[config.mk]
export PLATFORM = sky130hd
export DESIGN_NAME = uart_tx_arbiter
export DESIGN_NICKNAME = d
export VERILOG_FILES = /design/src/rtl/uart_tx_arbiter.sv
export SDC_FILE = /design/constraint.sdc
export NUM_CORES = 1
export LEC_CHECK = 0
export CORE_AREA = 5 5 173 133
export DETAILED_ROUTE_END_ITERATION = 7
export DIE_AREA = 0 0 178 138
export PLACE_DENSITY = 0.7
export SLEW_MARGIN = 20
export SYNTH_ARGS = -nofsm -noshare
export SYNTH_HDL_FRONTEND = slang
export SYNTH_SLANG_ARGS = --single-unit
[constraint.sdc]
create_clock -name sys_clk -period 2.3 [get_ports sys_clk]
set_input_delay 0.46 -clock sys_clk [delete_from_list [all_inputs] [get_ports sys_clk]]
set_output_delay 0.46 -clock sys_clk [all_outputs]
set_load 0.02 [all_outputs]
[src/rtl/uart_tx_arbiter.sv]
// Round-robin arbiter that serialises whole packets from several requesters onto one UART.
// Frame on the wire: length, 0x00, 0x00, type, payload bytes (payload byte 0 first).
module uart_tx_arbiter #(
  parameter int NUM_REQ = 2,
  parameter int MAX_LEN = 16
) (
  input  logic                                sys_clk,
  input  logic                                rst_n,
  input  logic [NUM_REQ-1:0]                  req,
  input  logic [8*NUM_REQ-1:0]                req_len,
  input  logic [8*NUM_REQ-1:0]                req_type,
  input  logic [8*(MAX_LEN-4)*NUM_REQ-1:0]    req_data,
  output logic [NUM_REQ-1:0]                  grant,
  output logic [NUM_REQ-1:0]                  done,
  output logic                                err,
  output logic                                busy,
  output logic                                transmit,
  output logic [7:0]                          tx_byte,
  input  logic                                is_transmitting
);
  localparam int P  = MAX_LEN - 4;
  localparam int PW = 8 * P;
  localparam int RW = $clog2(NUM_REQ);
  localparam logic [7:0] LEN_MAX = 8'(MAX_LEN);
  localparam logic [RW-1:0] LAST_RST = RW'(NUM_REQ - 1);

  typedef enum logic [1:0] {IDLE, SEND, WAIT_HI, WAIT_LO} state_e;

  state_e              state_q, state_d;
  logic [RW-1:0]       last_q, last_d, sel_q, sel_d;
  logic [NUM_REQ-1:0]  grant_q, grant_d, done_q, done_d;
  logic                err_q, err_d, transmit_q, transmit_d, bad_q, bad_d;
  logic [7:0]          tx_byte_q, tx_byte_d, idx_q, idx_d, len_q, len_d, type_q, type_d;
  logic [PW-1:0]       data_q, data_d;
  logic [2:0]          cnt_q, cnt_d;

  logic [7:0]          len_a  [NUM_REQ];
  logic [7:0]          type_a [NUM_REQ];
  logic [PW-1:0]       data_a [NUM_REQ];

  for (genvar g = 0; g < NUM_REQ; g++) begin : g_unpack
    assign len_a[g]  = req_len[8*g +: 8];
    assign type_a[g] = req_type[8*g +: 8];
    assign data_a[g] = req_data[PW*g +: PW];
  end

  // Round-robin search starting just after the last winner.
  logic          found;
  logic [RW-1:0] win, cand;
  always_comb begin
    found = 1'b0;
    win   = '0;
    cand  = '0;
    for (int k = 1; k <= NUM_REQ; k++) begin
      cand = RW'((int'(last_q) + k) % NUM_REQ);
      if (!found && req[cand]) begin
        found = 1'b1;
        win   = cand;
      end
    end
  end

  always_comb begin
    state_d    = state_q;
    last_d     = last_q;
    sel_d      = sel_q;
    grant_d    = grant_q;
    done_d     = '0;
    err_d      = 1'b0;
    transmit_d = 1'b0;
    tx_byte_d  = tx_byte_q;
    idx_d      = idx_q;
    len_d      = len_q;
    type_d     = type_q;
    data_d     = data_q;
    cnt_d      = cnt_q;
    bad_d      = bad_q;
    case (state_q)
      IDLE: begin
        if (found) begin
          grant_d      = '0;
          grant_d[win] = 1'b1;
          last_d       = win;
          sel_d        = win;
          len_d        = len_a[win];
          type_d       = type_a[win];
          data_d       = data_a[win];
          idx_d        = 8'd0;
          // Bad lengths park in WAIT_LO for one cycle, then report done+err.
          if (len_a[win] < 8'd4 || len_a[win] > LEN_MAX) begin
            bad_d   = 1'b1;
            state_d = WAIT_LO;
          end else begin
            bad_d   = 1'b0;
            state_d = SEND;
          end
        end
      end
      SEND: begin
        transmit_d = 1'b1;
        case (idx_q)
          8'd0:       tx_byte_d = len_q;
          8'd1, 8'd2: tx_byte_d = 8'h00;
          8'd3:       tx_byte_d = type_q;
          default: begin
            tx_byte_d = data_q[PW-1 -: 8];
            data_d    = data_q << 8;
          end
        endcase
        idx_d   = idx_q + 8'd1;
        cnt_d   = 3'd0;
        state_d = WAIT_HI;
      end
      WAIT_HI: begin
        cnt_d = cnt_q + 3'd1;
        // Bounded wait so a UART that never raises its flag cannot hang us.
        if (is_transmitting || cnt_q == 3'd7) state_d = WAIT_LO;
      end
      WAIT_LO: begin
        if (bad_q) begin
          done_d[sel_q] = 1'b1;
          err_d         = 1'b1;
          grant_d       = '0;
          bad_d         = 1'b0;
          state_d       = IDLE;
        end else if (!is_transmitting) begin
          if (idx_q == len_q) begin
            done_d[sel_q] = 1'b1;
            grant_d       = '0;
            state_d       = IDLE;
          end else begin
            state_d = SEND;
          end
        end
      end
      default: state_d = IDLE;
    endcase
  end

  always_ff @(posedge sys_clk or negedge rst_n) begin
    if (!rst_n) begin
      state_q    <= IDLE;
      last_q     <= LAST_RST;
      sel_q      <= '0;
      grant_q    <= '0;
      done_q     <= '0;
      err_q      <= 1'b0;
      transmit_q <= 1'b0;
      tx_byte_q  <= 8'h00;
      idx_q      <= 8'd0;
      len_q      <= 8'd0;
      type_q     <= 8'd0;
      data_q     <= '0;
      cnt_q      <= 3'd0;
      bad_q      <= 1'b0;
    end else begin
      state_q    <= state_d;
      last_q     <= last_d;
      sel_q      <= sel_d;
      grant_q    <= grant_d;
      done_q     <= done_d;
      err_q      <= err_d;
      transmit_q <= transmit_d;
      tx_byte_q  <= tx_byte_d;
      idx_q      <= idx_d;
      len_q      <= len_d;
      type_q     <= type_d;
      data_q     <= data_d;
      cnt_q      <= cnt_d;
      bad_q      <= bad_d;
    end
  end

  assign grant    = grant_q;
  assign done     = done_q;
  assign err      = err_q;
  assign busy     = (state_q != IDLE);
  assign transmit = transmit_q;
  assign tx_byte  = tx_byte_q;
endmodule

==> results_dict.tcl, run 1 <==
set metrics [dict create \
    status "finished clean" \
    synth_cell_type_count 45 \
    synth_fp_nets 1010 \
    p_per_area_mw_per_mm2 1290 \
    antenna_found_initial 0 \
    place.gp.congestion 0.815 \
    seq_power_share_pct 30.4 \
    ys_seq_area_share_pct 44.1 \
    pwr-share-clk_pct 19.2 \
    p_sw_mw 5.33 \
    synth_area_sq_mm 0.00806 \
    fin_crit_ns 2.22 \
    core-area_sq_mm 0.0210 \
    drc 0 \
    numCtsBuffers 17 \
    layout-area-overhead-vs-synth_pct 43.8 \
    ant_nets 0 \
    dpl_cell_area_sq_mm 0.0110 \
    clkSinkCount 142 \
    r2r_slack_ns 0.08 \
    peakVddDrop_mv 0.972 \
    yosysWarnings 0 \
    drive_gt1_share_pct 15.9 \
    vias_per_cell 4.95 \
    dieArea_sq_mm 0.0246 \
    clk_latency_ns 0.42 \
    start_kind "flip-flop" \
    p_int_mw 9.60 \
    initial_core_util_pct 38.4 \
    tritoncts "built" \
    end_kind "flip-flop" \
    dp_hpwl_mm 17.0 \
    dr.pass1.iters 4 \
    gr-usage-all-layers_pct 18.1 \
    fin_setup_tns_ns 0 \
    cp.required_ns 2.60 \
    maxCapViolCount 0 \
    worstHoldPathType "flip-flop to flip-flop" \
    cpPeakStageDelay_ns 0.54 \
    grt_max_degree 108 \
    rsz0062_at_grt "yes" \
    io_pins 244 \
    overflow 0 \
    port_buffers 243 \
    max_slew_margin_pct 70.5 \
    switching_share_pct 35.7 \
    drt_iter0_markers 435 \
    crit_path_max_fanout 36 \
    final_util_pct 55.2 \
    period_share_pct 96.7 \
    ys_ff_latch 142 \
    final_area_sq_mm 0.0116 \
    finalSetupViolCount 0 \
    fill_cells 1859 \
    die_h_microns 138 \
    path_clk_slew_ns 0.06 \
    postSynthCellCount 771 \
    p_leak_nw 5.12 \
    finalClockSkew_ns 0.0129 \
    clk_path_buf_depth 2 \
    htreeDepth 4 \
    final_hold_viol_count 0 \
    cts_root_buf "clkbuf_16" \
    slowest_stage "or4_4" \
    core.rowCount 46 \
    num_vias 6491 \
    crit_type "flip-flop to flip-flop" \
    layout.nets 1248 \
    synth.avg_cell_area_sq_um 10.5 \
    grt_pass1_wl_mm 35.8 \
    grt_pass1_vias 6875 \
    path_cells "ha_1 > or4_4 > nand3_4 > o21a_4 > buf_12 > mux2_2" \
    slew_viol_final 0 \
    final_common_cell "clkdlybuf4s50_1" \
    fp.dieW_microns 178 \
    clock.fmax_ghz 0.450 \
    wire_per_inst_microns 17.1 \
    worst_pin_slew_ns 0.438 \
    worst_ep_arrival_time_ns 2.53 \
    cts_setup_buffers 0 \
    p_comb_share_pct 50.3 \
    wl_mm 22.4 \
    most-common-layout-cells "241 x clkdlybuf4s50_1, 141 x dfrtp_1, 116 x o21ai_0" \
    diodes 0 \
]
## metal layers
metal / GRT usage [%] / up-vias / wire length, microns
met2: 27.7 / 177 / 10300
met5: 0 / - / 0
met3: 4.36 / 13 / 1290
met1: 25.9 / 3088 / 10600
li1: - / 3213 / -
met4: 4.15 / 0 / 185
## area by class of cell
type                    instances  area [sq um]  share of cell area [%]
well taps                     288           360                    3.11
clock buffers                  20           457                    3.94
repair buffers                274          2810                    24.3
multi-input cells             553          4170                    36.0
inverters                      21          78.8                   0.680
clock inverters                12           158                    1.36
flip-flops and latches        142          3550                    30.7
## repair_timing
item / 4_1_cts / 5_1_grt
hold buffers: 1 / 0
setup endpoints to repair: 1 / 23
resized for setup: 1 / 3
hold endpoints to repair: 31 / 0
## cells by family (layout without fill, tap and decap cells)
group / Yosys count / count (layout) / synth area share [%]
XOR/XNOR: 12 / 12 / 1.30
multiplexers: 200 / 200 / 27.7
adder cells (fa/ha/maj): 10 / 10 / 1.55
AND/OR/NAND/NOR: 160 / 160 / 8.81
AO/OA/AOI/OAI: 171 / 171 / 12.0
flip-flops: 142 / 142 / 44.1
buffers and inverters: 76 / 327 / 4.58
## metrics by stage
stage | setup WS, ns | hold slack (ns) | std cells | power [mW]
after floorplan | 0.00390 | 0.164 | 771 | 9.95
after global placement | -0.0409 | 0.381 | 1277 | 11.9
after detailed placement | -0.100 | 0.378 | 1277 | 12.1
after CTS | 0.000431 | 0.458 | 1310 | 15.1
after global routing | -0.0183 | 0.486 | 1310 | 16.0
final | 0.0770 | 0.454 | 1310 | 14.9
## critical path: cells and delay by family, from the launching register on
family / cells / cell delay, ns
adder cells (fa/ha/maj): 1 / 0.23
AO/OA/AOI/OAI: 1 / 0.20
buffers and inverters: 1 / 0.24
AND/OR/NAND/NOR: 2 / 0.63
multiplexers: 1 / 0.37
flip-flops: 1 / 0.42
## power groups by stage
stage	Combinational [mW]	Sequential, mW	Clock (mW)
after floorplan	5.51	4.44	0
after global placement	7.37	4.54	0
after detailed placement	7.57	4.57	0
after CTS	7.60	4.54	2.93
after global routing	8.26	4.69	3.03
final	7.51	4.54	2.87
## final timing paths
path / from / end / cells past startpoint
setup / recovery: idx_q[0] / data_q[44] / 6
hold / removal: sel_q / done[0] / 1
setup reg to reg: idx_q[0] / data_q[44] / 6
hold reg to reg: sel_q / done[0] / 1
max in group asynchronous: rst_n / data_q[69] / 3
min in group asynchronous: rst_n / data_q[2] / 2
## registers in the layout (all words and copies together) (netlist names), 2 cells and up
signal,count
grant,2
cnt_q,3
data_q,96
done,2
idx_q,8
state_q,2
type_q,8
tx_byte,8
len_q,8
## cell usage after synthesis, drive strengths merged
master | instances | area, sq um
o41ai | 2 | 17.5
inv | 21 | 78.8
o21a | 2 | 15.0
clkbuf | 23 | 86.3
nor3 | 7 | 35.0
o22ai | 9 | 56.3
a2bb2oi | 8 | 70.1
or3b | 1 | 8.76
nand4b | 1 | 8.76
a311oi | 2 | 17.5
or3 | 4 | 25.0
a31oi | 1 | 6.26
mux2i | 112 | 1120
nand2b | 2 | 12.5
ha | 10 | 125
or4 | 1 | 7.51
a21oi | 13 | 65.1
nand3 | 6 | 42.5
mux2 | 88 | 1110
nor4 | 3 | 33.8
dfstp | 1 | 26.3
o211ai | 2 | 15.0
a21boi | 1 | 7.51
a211oi | 3 | 22.5
nor3b | 3 | 27.5
nand3b | 1 | 7.51
o2bb2ai | 1 | 8.76
dfrtp | 141 | 3530
buf | 32 | 204
nand4 | 3 | 18.8
o31a | 1 | 8.76
and2 | 1 | 6.26
a22oi | 8 | 60.1
nor2 | 18 | 67.6
nand2 | 109 | 409
o21ai | 117 | 586
a21bo | 1 | 10.0
xnor2 | 12 | 105
No activity file was read; power rests on OpenSTA's default activity.
==> run 2, diff against run 1 <==
==> config.mk (replaced) <==
export PLATFORM = sky130hd
export DESIGN_NAME = uart_tx_arbiter
export DESIGN_NICKNAME = d
export VERILOG_FILES = /design/src/rtl/uart_tx_arbiter.sv
export SDC_FILE = /design/constraint.sdc
export NUM_CORES = 1
export LEC_CHECK = 0
export CORE_AREA = 5 5 150 152
export DETAILED_ROUTE_END_ITERATION = 7
export DIE_AREA = 0 0 155 157
export PLACE_DENSITY = 0.7
export SLEW_MARGIN = 10
export SYNTH_ARGS = -nofsm -noshare
export SYNTH_HDL_FRONTEND = slang
export SYNTH_SLANG_ARGS = --single-unit
==> run 2 against run 1 <==
  * The flow now finishes with violations (negative hold slack)
  * Sequential power hardly changed
  * Critical path depth unchanged
  * Sequential share of layout area is 0.30 points lower
  * Critical path type unchanged
  * Register-to-register slack worse by 0.03 ns
  * Wire length is 1.3% lower
==> results_dict.tcl, run 2 (same netlist as run 1, synthesis figures left out) <==
set metrics [dict create \
    status "finished, violations left" \
    violations "negative hold slack" \
    largest_register_ffs 96 \
    total_power_mw 15.1 \
    tritoncts "built" \
    antenna_found_initial 0 \
    final_hold_viol_count 2 \
    diodes 0 \
    htreeDepth 4 \
    crit_type "flip-flop to flip-flop" \
    peakVddDrop_mv 0.655 \
    reg2reg_depth 6 \
    dieArea_sq_mm 0.0243 \
    start_kind "flip-flop" \
    maxCapViolCount 0 \
    crit_path_max_fanout 41 \
    initial_core_util_pct 38.6 \
    fill_cells 1878 \
    final_common_cell "clkdlybuf4s50_1" \
    dpl_cell_area_sq_mm 0.0110 \
    path_clk_slew_ns 0.06 \
    gr-usage-all-layers_pct 17.8 \
    end_kind "flip-flop" \
    place.gp.congestion 0.840 \
    instances_no_fill 1312 \
    worst_ep_arrival_time_ns 2.54 \
    numCtsBuffers 17 \
    overflow 0 \
    holdWs_ns -0.00531 \
    p_leak_nw 5.19 \
    core-area_sq_mm 0.0209 \
    grt_max_degree 138 \
    clock.fmax_ghz 0.444 \
    io_pins 244 \
    worst_pin_slew_ns 0.515 \
    port_buffers 243 \
    fin_crit_ns 2.25 \
    final_area_sq_mm 0.0117 \
    vias_per_cell 4.91 \
    grt_pass1_wl_mm 34.7 \
    layout.nets 1263 \
    dpl.cell_count 1277 \
    slew_viol_final 0 \
    dp_hpwl_mm 17.0 \
    clk_latency_ns 0.41 \
    grt_pass1_vias 6846 \
    drc 0 \
    r2r_slack_ns 0.05 \
    timing.rr.start "idx_q[0]" \
    rsz0062_at_grt "yes" \
    cts_hold_buf 0 \
    p_per_area_mw_per_mm2 1290 \
    wire_per_inst_microns 16.8 \
    fp.dieW_microns 155 \
    ant_nets 0 \
    num_vias 6444 \
    core.rowCount 53 \
    wl_mm 22.1 \
    worstHoldPathType "primary input to async pin" \
    finalSetupViolCount 0 \
    finalClockSkew_ns 0.0124 \
    drive_gt1_share_pct 17.7 \
    layout-area-overhead-vs-synth_pct 45.3 \
    clkSinkCount 142 \
    cp.required_ns 2.59 \
    dr.pass1.iters 4 \
    die_h_microns 157 \
    max_slew_margin_pct 65.6 \
    regMostFlops "data_q" \
    most-common-layout-cells "241 x clkdlybuf4s50_1, 141 x dfrtp_1, 116 x o21ai_0" \
    drt_iter0_markers 263 \
    cts_root_buf "clkbuf_16" \
    place_ws_ns -0.100 \
    finalWorstSetupSlack_ns 0.0483 \
    timing.rr.end "data_q[53]" \
    period_share_pct 97.9 \
    clk_path_buf_depth 2 \
]
==> run 2: cell types whose count changed in the layout (fill, tap and decap cells not counted), moves of 2 or more <==
cell,before,now
buf_4,18,32
buf_16,0,3
ha_1,9,6
ha_2,0,3
buf_12,12,10
bufinv_16,3,1
inv_6,3,5
==> run 2: what timing repair did <==
action                     4_1_cts  5_1_grt
buffers inserted                 0        2
setup endpoints to repair        1       50
gates resized for setup          2       10
hold endpoints to repair         0        0
cloned                           0        1
==> run 2: layout make-up <==
| cell class | count | area, sq um | share of cell area (%) |
|---|---|---|---|
| clock buffer | 18 | 439 | 3.75 |
| clock inverter | 14 | 131 | 1.12 |
| inverter | 21 | 78.8 | 0.673 |
| multi-input combinational | 553 | 4190 | 35.7 |
| sequential | 142 | 3550 | 30.4 |
| tap | 275 | 344 | 2.94 |
| timing repair buffer | 289 | 2980 | 25.4 |
==> run 2: critical path, cell delays in order (launching register included) <==
cell and delay, ns:
dfrtp_1 0.43, ha_2 0.21, or4_4 0.56, nand3_4 0.10, o21a_4 0.20, buf_16 0.23
mux2_2 0.36
==> run 2: metrics by stage <==
stage | hold WS (ns) | TNS [ns] | util [%]
after floorplan | 0.164 | 0 | -
after global placement | 0.452 | -0.174 | 52.9
after detailed placement | 0.455 | -0.737 | 52.9
after CTS | 0.000737 | 0 | 55.6
after global routing | 0.0128 | -0.0925 | 56.1
final | -0.00531 | 0 | 56.1
==> run 2: worst max path at each step <==
stage	from	to	slack (ns)	cells after the start
2_1_floorplan	idx_q[0]	data_q[66]	0.004	10
3_3_place_gp	req[0]	data_q[70]	-0.05	7
3_5_place_dp	req[0]	data_q[70]	-0.10	7
4_1_cts	state_q[1]	busy	0.009	5
5_1_grt	idx_q[1]	data_q[30]	-0.02	7
6_report	idx_q[0]	data_q[53]	0.05	6
==> run 2: where the power goes <==
| part | switching (mW) | internal [mW] |
|---|---|---|
| clock network | 1.12 | 1.53 |
| registers | 0.752 | 3.78 |
| logic | 3.54 | 4.34 |
| total | 5.41 | 9.65 |
==> run 2: layer usage <==
layer	vias to the layer above	wire (microns)	track usage, %
met1	3012	9810	23.0
met4	0	374	5.72
li1	3247	-	-
met5	-	0	0
met2	162	10900	30.1
met3	23	963	3.35
==> run 3, diff against run 2 <==
--- a/config.mk
+++ b/config.mk
@@ -5,6 +5,7 @@
 export SDC_FILE = /design/constraint.sdc
 export NUM_CORES = 1
 export LEC_CHECK = 0
+export ABC_CLOCK_PERIOD_IN_PS = 2300
 export CORE_AREA = 5 5 150 152
 export DETAILED_ROUTE_END_ITERATION = 7
 export DIE_AREA = 0 0 155 157
==> results of run 3 <==
The final DEF is identical to that of run 2; final timing and power are the same.
